File: config.mk
export PLATFORM = sky130hd
export DESIGN_NAME = fir4_carry_select_adder_u
export DESIGN_NICKNAME = d
export VERILOG_FILES = /design/src/rtl/fir_pkg.sv /design/src/rtl/csel_adder.sv /design/src/rtl/fir4_carry_select_adder_u.sv
export SDC_FILE = /design/constraint.sdc
export NUM_CORES = 1
export LEC_CHECK = 0
export BUFFER_PORTS_ARGS = -buffer_cell sky130_fd_sc_hd__clkbuf_2
export CORE_UTILIZATION = 65
export CTS_BUF_LIST = sky130_fd_sc_hd__clkbuf_16
export CTS_CLUSTER_DIAMETER = 200
export DETAILED_ROUTE_END_ITERATION = 10
export GPL_TIMING_DRIVEN = 0
export HOLD_SLACK_MARGIN = 0.05
export PLACE_DENSITY_LB_ADDON = 0.2
export SYNTH_ARGS = -nofsm -noshare
export SYNTH_HDL_FRONTEND = slang
export SYNTH_HIERARCHICAL = 1
export SYNTH_SLANG_ARGS = --single-unit
export TNS_END_PERCENT = 10
File: constraint.sdc
create_clock -name clk -period 11.78 [get_ports clk]
set_input_delay 1.178 -clock clk [delete_from_list [all_inputs] [get_ports clk]]
set_output_delay 1.178 -clock clk [all_outputs]
set_load 0.01 [all_outputs]
File: src/rtl/fir_pkg.sv
// Shared constants for the FIR adder-topology comparison set.
package fir_pkg;

    localparam int CSEL_BLK = 4;

endpackage

File: src/rtl/csel_adder.sv
// Signed carry-select adder: both operands are sign-extended to N+1 bits and
// added in B-bit ripple blocks whose upper blocks precompute cin=0 and cin=1.
module csel_adder
    import fir_pkg::*;
#(
    parameter int N = 16,
    parameter int B = CSEL_BLK
) (
    input  logic signed [N-1:0] a_i,
    input  logic signed [N-1:0] b_i,
    output logic signed [N:0]   sum_o
);

    localparam int M  = N + 1;
    localparam int NB = (M + B - 1) / B;

    logic [M-1:0]  ax;
    logic [M-1:0]  bx;
    logic [NB-1:0] cy;

    assign ax    = {a_i[N-1], a_i};
    assign bx    = {b_i[N-1], b_i};
    assign cy[0] = 1'b0;

    for (genvar g = 0; g < NB; g++) begin : g_blk
        localparam int LO = g * B;
        localparam int BW = ((M - LO) < B) ? (M - LO) : B;
        // The last block carries out nothing, so it is built one bit narrower.
        localparam int RW = (g < NB - 1) ? BW + 1 : BW;

        logic [BW-1:0] xa;
        logic [BW-1:0] xb;

        assign xa = ax[LO +: BW];
        assign xb = bx[LO +: BW];

        if (g == 0) begin : g_ripple
            logic [RW-1:0] r;

            assign r = RW'(xa) + RW'(xb) + RW'(cy[0]);
            assign sum_o[LO +: BW] = r[BW-1:0];
            if (g < NB - 1) begin : g_cout
                assign cy[g+1] = r[BW];
            end
        end else begin : g_select
            logic [RW-1:0] r0;
            logic [RW-1:0] r1;

            assign r0 = RW'(xa) + RW'(xb);
            assign r1 = RW'(xa) + RW'(xb) + RW'(1);
            assign sum_o[LO +: BW] = cy[g] ? r1[BW-1:0] : r0[BW-1:0];
            if (g < NB - 1) begin : g_cout
                assign cy[g+1] = cy[g] ? r1[BW] : r0[BW];
            end
        end
    end

endmodule

File: src/rtl/fir4_carry_select_adder_u.sv
// 4-tap unit-coefficient FIR: s is the registered sum of the last four
// registered samples, built from a two-level carry-select adder tree.
module fir4_carry_select_adder_u
    import fir_pkg::*;
#(
    parameter int w = 16
) (
    input  logic                clk,
    input  logic                reset,
    input  logic signed [w-1:0] a,
    output logic signed [w+1:0] s
);

    logic signed [w-1:0] x1_q, x2_q, x3_q, x4_q;
    logic signed [w:0]   p;
    logic signed [w:0]   q;
    logic signed [w+1:0] s_d;
    logic signed [w+1:0] s_q;

    csel_adder #(.N(w), .B(CSEL_BLK)) u_add_p (
        .a_i   (x1_q),
        .b_i   (x2_q),
        .sum_o (p)
    );

    csel_adder #(.N(w), .B(CSEL_BLK)) u_add_q (
        .a_i   (x3_q),
        .b_i   (x4_q),
        .sum_o (q)
    );

    csel_adder #(.N(w + 1), .B(CSEL_BLK)) u_add_s (
        .a_i   (p),
        .b_i   (q),
        .sum_o (s_d)
    );

    // Reset clears taps and output together so no pre-reset sample survives.
    always_ff @(posedge clk) begin
        if (reset) begin
            x1_q <= '0;
            x2_q <= '0;
            x3_q <= '0;
            x4_q <= '0;
            s_q  <= '0;
        end else begin
            x1_q <= a;
            x2_q <= x1_q;
            x3_q <= x2_q;
            x4_q <= x3_q;
            s_q  <= s_d;
        end
    end

    assign s = s_q;

endmodule

==> flow_summary.toml <==
[timing]
worst_slew_margin_rel_pct = 72.1
worstMarginPinSlew_ps = 409
fmaxAchievable_ghz = 0.199
hold_violations = 0
final-setup-viol-count = 0
min_period_ps = 5020
finalHoldWorstSlack_ps = 471
post-route-period-util_pct = 42.6
slew_viol_final = 0
grt_setup_unrepaired = "no"
fin_skew_ps = 7.16
fin_tns_setup_ps = 0

[cts]
tritoncts.num_buffers = 9
cts.repair_timing.setup_buffer_count = 0
clkTransAtPathRegs_ps = 60
number_of_h_tree_levels = 3
clock_tree_from_tritoncts = "yes"
post_cts_hold_buffer_count = 0
numClockSinks = 82
cts-resized-gates = 0
cts-root-buf = "clkbuf_16"
insertion_delay_ps = 330
cts.path.max_buffers = 2

[synthesis]
synth_top_area_cell = "dfxtp_1"
asyncSetResetFlopFracSynth_pct = 0
number_of_flops_mapped_to_enable_cells_by_yosys = 0
mappedNetlistNets = 551
synth.ff_latch_count = 82
ys_seq_area_share_pct = 32.7
yosys.area.top_type_share_pct = 32.7
synth_ff_type = "dfxtp_1"
yosys_warnings = 6
syn-instance-count = 462
postSynthAreaPerCell_um2 = 10.9
post_synth_main_area_contributors = "dfxtp_1 (33%), ha_1 (15%), nor2b_2 (14%), xnor2_1 (5.9%), fa_1 (4.8%)"
post_synth_instance_area_um2 = 5030
yosysUniqueCellTypes = 37

[critical_path]
critical_path.endpoint_type = "flop"
crit_type = "flop to flop"
ff2ff_setup_slack_ps = 6760
required_ps = 12040
critical_path.reg2reg.endpoint = "s[17]$_SDFF_PP0_"
type_of_origin_of_the_critical_path = "flop"
endpoint_arrival_time_on_the_critical_path_ps = 5280
r2r_start = "x2_q[0]$_SDFF_PP0_"
crit_fanout = 5
worst_case_reg_to_reg_path_depth = 17

[detailed_routing]
detail_route.wl_per_cell_um = 14.6
viasPerCell = 5.33
detail_route.wirelength_mm = 8.93
num_vias = 3250
drc = 0
drt-initial-drc-count = 104
drt-pass1-iter-count = 4
antenna_violating_nets_left = 0

[layout]
finish.net_count = 596
final-instance-count-excl-fill = 610
antennaDiodeCount = 0
fillers = 512
ratio_of_cells_with_drive_above_1_in_the_final_layout_pct = 31.5
area_growth_syn_to_layout_pct = 12.4

[global_routing]
grt_use_total_pct = 24.2
grt.busiest_layer = "met2"
grt_pass1_wl_mm = 15.4
number_of_global_route_vias_before_repair = 3497
grt_overflow = 0
grtUsageMet1_pct = 27.5
antenna_found_initial = 0
pin_count_of_the_biggest_net_entering_global_routing = 14
grt_util_met3_pct = 3.89
global_route_met2_utilization_pct = 45.0

[hold_path]
holdPathEnd = "x3_q[15]$_SDFF_PP0_"
launch_point_of_the_worst_hold_path = "x2_q[15]$_SDFF_PP0_"
worst_hold_path_cells = 1
type_of_the_most_critical_hold_path = "flop to flop"

[floorplanning]
num_rows = 31
die_h_um = 89.9
initial_utilization_pct = 68.2
die_width_um = 89.9
dieArea_um2 = 8090
boundaryPins = 36
core_um2 = 7370

[power]
vdd_drop_max_uv = 97.7
power.density_cell_area_nw_per_um2 = 129
p_leak_nw = 2.61
power_uw = 731

[run]
drv.max_cap_violation_count = 0

[place]
gp_congestion = 0.796
port_buffers = 34
place.detailed.instances = 595
place_hpwl_mm = 6.79

[run_status]
status = "finished clean"
==> cells by family after synthesis <==
kind of cell	after synthesis	synth area share, %
flops	82	32.7
compound gates	47	5.92
buf+inv	31	3.66
fa+ha+maj	71	19.5
mux	20	4.78
simple gates	156	23.0
xor+xnor	55	10.5
==> worst max-delay path: stages (launching register included) <==
cell and delay [ps]:
dfxtp_1 330, ha_1 160, inv_1 50, fa_1 390, nand2b_1 180, a21oi_2 310
nor4b_4 430, xnor2_1 260, mux2_2 430, fa_1 470, xor2_1 290, nand2_1 130
nor4b_1 310, mux2i_2 180, mux2i_1 180, xnor2_1 360, mux2i_1 290, nor2b_1 200
==> power by group <==
group | internal [mW] | switching [mW]
Combinational | 0.0579 | 0.0609
Sequential | 0.292 | 0.00631
Clock | 0.205 | 0.108
Total | 0.555 | 0.175
==> cells in the final DEF, fill, tap and decap left out, types with 3 or more instances in the layout <==
master	count
nand3_1	7
mux2i_1	8
nor2_1	16
xor2_2	3
nand4b_1	3
buf_6	9
nor2b_2	80
clkbuf_2	34
nand2_1	14
xor2_1	15
xnor2_1	34
clkbuf_16	9
a21oi_2	3
nand4_1	12
dfxtp_1	82
and3_1	5
nor4b_4	3
ha_1	59
and2_1	4
a21oi_1	23
mux2_2	7
inv_1	22
nand2b_1	3
fa_1	12
xnor2_2	3
a21o_1	16
bufinv_16	3
==> area by class of cell <==
cell class	instances	area [um^2]	area share (%)
multi-input combinational	349	3200	56.6
sequential	82	1640	29.0
clock buffer	9	225	3.98
timing repair buffer	34	170	3.01
tap	99	124	2.19
clock inverter	6	106	1.88
buffer	9	101	1.79
inverter	22	82.6	1.46
==> stage by stage <==
stage,instance area [um^2],setup slack (ps),util (%)
after floorplan,5030,7460,-
after global placement,5320,6920,72.2
after detailed placement,5320,6830,72.2
after CTS,5650,6800,76.7
after global routing,5650,6450,76.7
final,5650,6760,76.7
==> Yosys cell counts, types with 5 or more instances <==
library cell	n
nor2_1	16
xnor2_1	34
a21oi_1	23
and3_1	5
mux2_2	7
a21o_1	16
fa_1	12
nand2_1	14
mux2i_1	8
nand3_1	7
nor2b_2	80
xor2_1	15
dfxtp_1	82
ha_1	59
buf_6	9
nand4_1	12
inv_1	22
==> routing by layer <==
layer | vias up | part of all wire [%] | wire length [um]
met1 | 1547 | 45 | 4020
met2 | 40 | 52 | 4600
li1 | 1650 | - | -
met4 | 0 | 1.6 | 144
met5 | - | 0 | 0
met3 | 13 | 1.8 | 162
==> registers in the layout (all words and copies together) (netlist names) <==
| signal | flops |
|---|---|
| x1_q | 16 |
| x4_q | 16 |
| x2_q | 16 |
| x3_q | 16 |
| s | 18 |
==> worst max-delay path by stage <==
stage | startpoint | end | slack, ps | cells past startpoint
floorplan | x1_q[0]$_SDFF_PP0_ | s[13]$_SDFF_PP0_ | 7460 | 16
CTS | x2_q[0]$_SDFF_PP0_ | s[17]$_SDFF_PP0_ | 6800 | 17
global placement | x1_q[0]$_SDFF_PP0_ | s[17]$_SDFF_PP0_ | 6920 | 17
detailed placement | x2_q[0]$_SDFF_PP0_ | s[17]$_SDFF_PP0_ | 6830 | 17
finish | x2_q[0]$_SDFF_PP0_ | s[17]$_SDFF_PP0_ | 6760 | 17
global route | x2_q[0]$_SDFF_PP0_ | s[17]$_SDFF_PP0_ | 6450 | 17
Power figures use the tool's default switching activity.
